### config.mk
export PLATFORM = sky130hd
export DESIGN_NAME = shared_wb_arbiter_flat
export DESIGN_NICKNAME = d
export VERILOG_FILES = /design/src/rtl/shared_wb_arbiter_if.sv /design/src/rtl/shared_wb_arbiter.sv /design/src/flat_wrapper.sv
export SDC_FILE = /design/constraint.sdc
export NUM_CORES = 1
export LEC_CHECK = 0
export CORE_AREA = 5 5 166 168
export CTS_BUF_LIST = sky130_fd_sc_hd__clkbuf_16
export DETAILED_ROUTE_END_ITERATION = 16
export DIE_AREA = 0 0 171 173
export HOLD_SLACK_MARGIN = 0.1
export PLACE_DENSITY = 0.52
export SLEW_MARGIN = 40
export SYNTH_ARGS = -nofsm -noshare
export SYNTH_HDL_FRONTEND = slang
export SYNTH_SLANG_ARGS = --single-unit
export TNS_END_PERCENT = 1
### constraint.sdc
create_clock -name wb_clk_i -period 2.1 [get_ports wb_clk_i]
set_input_delay 0.21 -clock wb_clk_i [delete_from_list [all_inputs] [get_ports wb_clk_i]]
set_output_delay 0.21 -clock wb_clk_i [all_outputs]
set_load 0.05 [all_outputs]
### src/rtl/shared_wb_arbiter_if.sv
// Bus bundle between the rv_core master slots, the arbiter and the shared
// peripheral interconnect.
//   m_*  : per-master slot signals, flattened (slot k at [W*k +: W])
//   s_*  : single shared slave-side port
// Modports:
//   slave  : the arbiter's view (it serves the masters, drives the slave bus)
//   master : the environment's view (cores drive m_*_i, peripheral drives s_*_i)
interface shared_wb_arbiter_if #(
  parameter int NUM_MASTERS = 4
);
  logic [NUM_MASTERS-1:0]    m_cyc_i;
  logic [NUM_MASTERS-1:0]    m_stb_i;
  logic [NUM_MASTERS-1:0]    m_we_i;
  logic [4*NUM_MASTERS-1:0]  m_sel_i;
  logic [32*NUM_MASTERS-1:0] m_adr_i;
  logic [32*NUM_MASTERS-1:0] m_dat_i;
  logic [NUM_MASTERS-1:0]    m_ack_o;
  logic [NUM_MASTERS-1:0]    m_err_o;
  logic [31:0]               m_dat_o;
  logic                      s_cyc_o;
  logic                      s_stb_o;
  logic                      s_we_o;
  logic [3:0]                s_sel_o;
  logic [31:0]               s_adr_o;
  logic [31:0]               s_dat_o;
  logic                      s_ack_i;
  logic [31:0]               s_dat_i;

  modport slave (
    input  m_cyc_i, m_stb_i, m_we_i, m_sel_i, m_adr_i, m_dat_i, s_ack_i, s_dat_i,
    output m_ack_o, m_err_o, m_dat_o, s_cyc_o, s_stb_o, s_we_o, s_sel_o, s_adr_o, s_dat_o
  );

  modport master (
    output m_cyc_i, m_stb_i, m_we_i, m_sel_i, m_adr_i, m_dat_i, s_ack_i, s_dat_i,
    input  m_ack_o, m_err_o, m_dat_o, s_cyc_o, s_stb_o, s_we_o, s_sel_o, s_adr_o, s_dat_o
  );
endinterface

### src/rtl/shared_wb_arbiter.sv
// Round-robin Wishbone arbiter: NUM_MASTERS core slots share one peripheral bus.
// A watchdog ends any strobe the slave leaves unacked for TIMEOUT_CYCLES cycles,
// answering the owner with err and freeing the bus (TIMEOUT_CYCLES=0 disables it).
// Ports:
//   wb_clk_i  : bus clock
//   wb_resetb : asynchronous active-low reset
//   bus       : slot and slave signals (shared_wb_arbiter_if.slave)
//   grant_o   : one-hot registered owner
//   timeout_o : one-cycle pulse while the err response is returned
module shared_wb_arbiter #(
  parameter int NUM_MASTERS    = 4,
  parameter int TIMEOUT_CYCLES = 255
) (
  input  logic                   wb_clk_i,
  input  logic                   wb_resetb,
  shared_wb_arbiter_if.slave     bus,
  output logic [NUM_MASTERS-1:0] grant_o,
  output logic                   timeout_o
);
  localparam int IW  = $clog2(NUM_MASTERS);
  localparam int WDW = (TIMEOUT_CYCLES > 0) ? $clog2(TIMEOUT_CYCLES + 1) : 1;
  localparam logic [WDW-1:0] WD_LAST = WDW'(TIMEOUT_CYCLES - 1);
  localparam logic [WDW-1:0] WD_MAX  = '1;

  typedef enum logic [1:0] {IDLE, BUSY, ERR} state_t;

  state_t                  state, state_nx;
  logic [IW-1:0]           owner, owner_nx;
  logic [IW-1:0]           rr_ptr, rr_ptr_nx;
  logic [NUM_MASTERS-1:0]  grant_nx;
  logic [WDW-1:0]          wdog, wdog_nx;
  logic [IW-1:0]           pick;
  logic                    pick_vld;
  logic                    own_cyc, fire, stall;
  logic [IW-1:0]           rr_after;

  // Packed per-slot views of the flattened buses
  logic [NUM_MASTERS-1:0][3:0]  sel_v;
  logic [NUM_MASTERS-1:0][31:0] adr_v, dat_v;
  assign sel_v = bus.m_sel_i;
  assign adr_v = bus.m_adr_i;
  assign dat_v = bus.m_dat_i;

  // Cyclic search from rr_ptr; iterating downwards lets the smallest offset win.
  always_comb begin
    pick     = '0;
    pick_vld = 1'b0;
    for (int i = NUM_MASTERS - 1; i >= 0; i--) begin
      if (bus.m_cyc_i[IW'((int'(rr_ptr) + i) % NUM_MASTERS)]) begin
        pick     = IW'((int'(rr_ptr) + i) % NUM_MASTERS);
        pick_vld = 1'b1;
      end
    end
  end

  // Slave bus is a pure mux of the owner slot; the owner's cyc is passed straight
  // through so an abort drops s_cyc_o in the same cycle.
  always_comb begin
    own_cyc     = bus.m_cyc_i[owner];
    bus.s_cyc_o = (state == BUSY) & own_cyc;
    bus.s_stb_o = (state == BUSY) & own_cyc & bus.m_stb_i[owner];
    bus.s_we_o  = (state == BUSY) & bus.m_we_i[owner];
    bus.s_sel_o = sel_v[owner];
    bus.s_adr_o = adr_v[owner];
    bus.s_dat_o = dat_v[owner];
    bus.m_dat_o = bus.s_dat_i;

    stall = bus.s_stb_o & ~bus.s_ack_i;
    // An ack in the last allowed cycle beats the watchdog.
    fire  = (TIMEOUT_CYCLES != 0) && stall && (wdog == WD_LAST);

    bus.m_ack_o        = '0;
    bus.m_ack_o[owner] = bus.s_stb_o & bus.s_ack_i;
    bus.m_err_o        = '0;
    bus.m_err_o[owner] = (state == ERR);
    timeout_o          = (state == ERR);
  end

  assign rr_after = IW'((int'(owner) + 1) % NUM_MASTERS);

  always_comb begin
    state_nx  = state;
    owner_nx  = owner;
    rr_ptr_nx = rr_ptr;
    grant_nx  = grant_o;
    wdog_nx   = '0;
    case (state)
      IDLE: begin
        if (pick_vld) begin
          owner_nx       = pick;
          grant_nx       = '0;
          grant_nx[pick] = 1'b1;
          state_nx       = BUSY;
        end
      end
      BUSY: begin
        if (fire) begin
          state_nx = ERR;
        end else if (!own_cyc) begin
          state_nx  = IDLE;
          grant_nx  = '0;
          rr_ptr_nx = rr_after;
        end else if (stall) begin
          wdog_nx = (wdog == WD_MAX) ? wdog : wdog + 1'b1;
        end
      end
      ERR: begin
        state_nx  = IDLE;
        grant_nx  = '0;
        rr_ptr_nx = rr_after;
      end
      default: state_nx = IDLE;
    endcase
  end

  always_ff @(posedge wb_clk_i or negedge wb_resetb) begin
    if (!wb_resetb) begin
      state   <= IDLE;
      owner   <= '0;
      rr_ptr  <= '0;
      grant_o <= '0;
      wdog    <= '0;
    end else begin
      state   <= state_nx;
      owner   <= owner_nx;
      rr_ptr  <= rr_ptr_nx;
      grant_o <= grant_nx;
      wdog    <= wdog_nx;
    end
  end
endmodule

### src/flat_wrapper.sv
// flat-port wrapper written by rule: the top's interface ports become plain ports
module shared_wb_arbiter_flat 
#(
  parameter int NUM_MASTERS    = 4,
  parameter int TIMEOUT_CYCLES = 255
)
  (wb_clk_i, wb_resetb, grant_o, timeout_o, bus_m_cyc_i, bus_m_stb_i, bus_m_we_i, bus_m_sel_i, bus_m_adr_i, bus_m_dat_i, bus_s_ack_i, bus_s_dat_i, bus_m_ack_o, bus_m_err_o, bus_m_dat_o, bus_s_cyc_o, bus_s_stb_o, bus_s_we_o, bus_s_sel_o, bus_s_adr_o, bus_s_dat_o);
  shared_wb_arbiter_if #(.NUM_MASTERS(NUM_MASTERS)) bus_i ();
  input  logic wb_clk_i;
  input  logic wb_resetb;
  output logic [NUM_MASTERS-1:0] grant_o;
  output logic timeout_o;
  input wire logic [$bits(bus_i.m_cyc_i)-1:0] bus_m_cyc_i;
  input wire logic [$bits(bus_i.m_stb_i)-1:0] bus_m_stb_i;
  input wire logic [$bits(bus_i.m_we_i)-1:0] bus_m_we_i;
  input wire logic [$bits(bus_i.m_sel_i)-1:0] bus_m_sel_i;
  input wire logic [$bits(bus_i.m_adr_i)-1:0] bus_m_adr_i;
  input wire logic [$bits(bus_i.m_dat_i)-1:0] bus_m_dat_i;
  input wire logic [$bits(bus_i.s_ack_i)-1:0] bus_s_ack_i;
  input wire logic [$bits(bus_i.s_dat_i)-1:0] bus_s_dat_i;
  output wire logic [$bits(bus_i.m_ack_o)-1:0] bus_m_ack_o;
  output wire logic [$bits(bus_i.m_err_o)-1:0] bus_m_err_o;
  output wire logic [$bits(bus_i.m_dat_o)-1:0] bus_m_dat_o;
  output wire logic [$bits(bus_i.s_cyc_o)-1:0] bus_s_cyc_o;
  output wire logic [$bits(bus_i.s_stb_o)-1:0] bus_s_stb_o;
  output wire logic [$bits(bus_i.s_we_o)-1:0] bus_s_we_o;
  output wire logic [$bits(bus_i.s_sel_o)-1:0] bus_s_sel_o;
  output wire logic [$bits(bus_i.s_adr_o)-1:0] bus_s_adr_o;
  output wire logic [$bits(bus_i.s_dat_o)-1:0] bus_s_dat_o;
  assign bus_i.m_cyc_i = bus_m_cyc_i;
  assign bus_i.m_stb_i = bus_m_stb_i;
  assign bus_i.m_we_i = bus_m_we_i;
  assign bus_i.m_sel_i = bus_m_sel_i;
  assign bus_i.m_adr_i = bus_m_adr_i;
  assign bus_i.m_dat_i = bus_m_dat_i;
  assign bus_i.s_ack_i = bus_s_ack_i;
  assign bus_i.s_dat_i = bus_s_dat_i;
  assign bus_m_ack_o = bus_i.m_ack_o;
  assign bus_m_err_o = bus_i.m_err_o;
  assign bus_m_dat_o = bus_i.m_dat_o;
  assign bus_s_cyc_o = bus_i.s_cyc_o;
  assign bus_s_stb_o = bus_i.s_stb_o;
  assign bus_s_we_o = bus_i.s_we_o;
  assign bus_s_sel_o = bus_i.s_sel_o;
  assign bus_s_adr_o = bus_i.s_adr_o;
  assign bus_s_dat_o = bus_i.s_dat_o;
  shared_wb_arbiter #(.NUM_MASTERS(NUM_MASTERS), .TIMEOUT_CYCLES(TIMEOUT_CYCLES)) u_core (.wb_clk_i(wb_clk_i), .wb_resetb(wb_resetb), .bus(bus_i), .grant_o(grant_o), .timeout_o(timeout_o));
endmodule
==> out/results.ini, run 1 <==
[run_status]
run_status = finished with violations
violations = negative setup slack

[power_and_ir_drop]
p_leak_nw = 2.72
power_mw = 9.49
ir_drop_v = 0.000639
p_per_area_nw_per_um2 = 1320

[die]
row_count = 59
ioPinCount = 435
initial_core_util_pct = 11.7
fp.dieW_um = 171
dieArea_sq_um = 29600
die_h_um = 173
coreArea_sq_um = 25800

[clock_tree]
root_buffer = clkbuf_16
clk_latency_ps = 250
clk_pin_slew_ps = 50
cts_tree = done
clock_path_buffers = 2
cts-buffers-inserted = 3
h-tree-depth = 1
cts.sinks = 18

[synthesis]
synth_area_sq_um = 3000
synth_cells = 237
ys_ff_latch = 18
yosysWarnings = 0
synth_top_area_share_pct = 53.3
synth_commonest_cells = mux4_2 (71), buf_4 (32), dfrtp_1 (18)
synth_nets = 565
syn_avg_cell_area_sq_um = 12.7
yosys.cell_types.count = 38
yosysMostFrequentCell = mux4_2
ys_seq_area_share_pct = 15.0
synth_edf_count = 0
async_flop_share_pct = 100
synth_top_cell_by_area = mux4_2
netlist_top_cells_area = mux4_2 (53%), dfrtp_1 (15%), buf_4 (8.0%)
yosys_most_used_dff = dfrtp_1

[routing]
route.detailed.drc = 0
ant_nets = 0
dr.pass1.iters = 4
viasPerCell = 3.94
drt_iter0_markers = 88
wire_per_inst_um = 24.6
wl_um = 22500
vias = 3604

[layout]
drive_gt1_share_pct = 31.0
final_cells = 915
syn_to_final_growth_pct = 139
antennaDiodeCount = 0
nNetsFinal = 909

[setup_path]
r2r_cells = 3
crit_path_end_kind = primary output
crit_start = u_core.owner[0]
rrSetupSlack_ps = 120
startpoint_type = flop
cp.arrival_ps = 1900
r2r-start = u_core.owner[0]
critPathMaxFanout = 6
worstPathRequired_ps = 1890
r2r-end = u_core.grant_o[1]
path_class = flop to primary output

[timing]
fmax_mhz = 475
setup_viol = 1
finalWorstSetupSlack_ps = -6.32
finalHoldViolCount = 0
slew-limit-headroom_pct = 65.1
rsz0062_at_grt = true
min_period_ps = 2110
worst_slew_pin_slew_ps = 510
tns_ps = -6.32
finalCritPeriodShare_pct = 100
whs_ps = 282
skew_ps = 4.01
drv_slew = 0

[placed_design]
place_ws_ps = -23.2
routabilityCongestion = 0.793
port_buffers = 370
post-dp-hpwl_um = 19000
dp_cells = 905

[global_route]
grt_max_degree = 41
track_usage_pct = 13.3
grt_pass1_wl_um = 29100
grt_antenna_before_repair = 1
grt_overflow = 0
grt_pass1_vias = 3921

[hold_path]
hp-class = input port to async pin

[run]
cap_violations = 0

## metal layers
layer / vias up / track usage, % / share of wire (%) / wire length (um)
li1: 1632 / - / - / -
met1: 1727 / 15.7 / 39 / 8680
met2: 219 / 23.2 / 49 / 11000
met3: 24 / 5.07 / 11 / 2530
met4: 2 / 2.48 / 1.3 / 287
met5: - / 0 / 0.058 / 13
## report_power, final
group | internal [mW] | switching (mW) | leakage [nW]
registers | 0.451 | 0.117 | 0.236
clock network | 0.253 | 0.129 | 0.0423
logic | 3.52 | 5.02 | 2.44
total | 4.22 | 5.27 | 2.72
## metrics by stage
stage               cell area [sq um]  utilization, %
finish                           7180            27.9
global route                     7180            27.9
CTS                              7000            27.2
detailed placement               6870            26.7
global placement                 6870            26.7
floorplan                        3000               -
## registers in the layout, indices dropped and copies added, names as in the netlist
name	cells
u_core.wdog	8
u_core.owner	2
u_core.state	2
u_core.rr_ptr	2
u_core.grant_o	4
## layout by cell type, fill, tap and decap left out, types with 2 or more instances in the layout
cell               n
dfrtp_1           16
nand2_1           13
a31oi_1            2
and2_1             5
xnor2_1            3
buf_4             56
dfrtp_4            2
nand2b_1           3
inv_1              9
mux4_2            71
nor3b_1            2
o41ai_1            3
o21ai_0            4
ha_1               9
a21oi_1            5
nor2_1             9
buf_6             24
clkbuf_16          6
clkdlybuf4s50_1  290
buf_12            12
buf_16             2
and3_1             6
nor3_1             3
mux2i_1            2
nand3_1            3
## how the worst max path moves through the flow
| stage | to | depth (start not counted) |
|---|---|---|
| floorplan | bus_m_ack_o[1] | 5 |
| global placement | bus_m_ack_o[0] | 5 |
| detailed placement | u_core.grant_o[1] | 4 |
| CTS | bus_s_we_o | 4 |
| global route | bus_m_ack_o[0] | 4 |
| finish | bus_m_ack_o[0] | 4 |
## cell type report
cell class | count | area [sq um]
clock buffer | 3 | 75.1
tap | 335 | 419
clock inverter | 1 | 3.75
sequential | 18 | 458
multi-input combinational | 162 | 2220
timing repair buffer | 388 | 3980
fill | 2698 | 18600
inverter | 8 | 30.0
## critical path: stages (launching register included)
cell	delay [ps]
dfrtp_4	500
mux4_2	550
and3_4	230
and3_2	220
buf_6	150
## kinds of logic after synthesis
kind of cell	count (synthesis)	share of synthesized area, %
adders and majority gates	9	3.75
DFF	18	15.0
and+or+nand+nor	53	9.25
muxes	74	54.3
AOI/OAI and AO/OA	23	5.29
buffers and inverters	57	11.5
xor gates and xnor gates	3	0.876
## repair_timing
action,4_1_cts,5_1_grt
gates cloned,0,4
endpoints found under the setup margin,21,58
buffers inserted,0,2
hold buffers,0,0
pin swaps,1,0
resized for setup,12,18
Note: power is estimated with default switching activity, not from simulation.
==> run 2, diff against run 1 <==
- CAP_MARGIN: default -> 20
==> results of run 2 <==
Same layout as run 1: the final DEF is identical, and so are final timing and power.
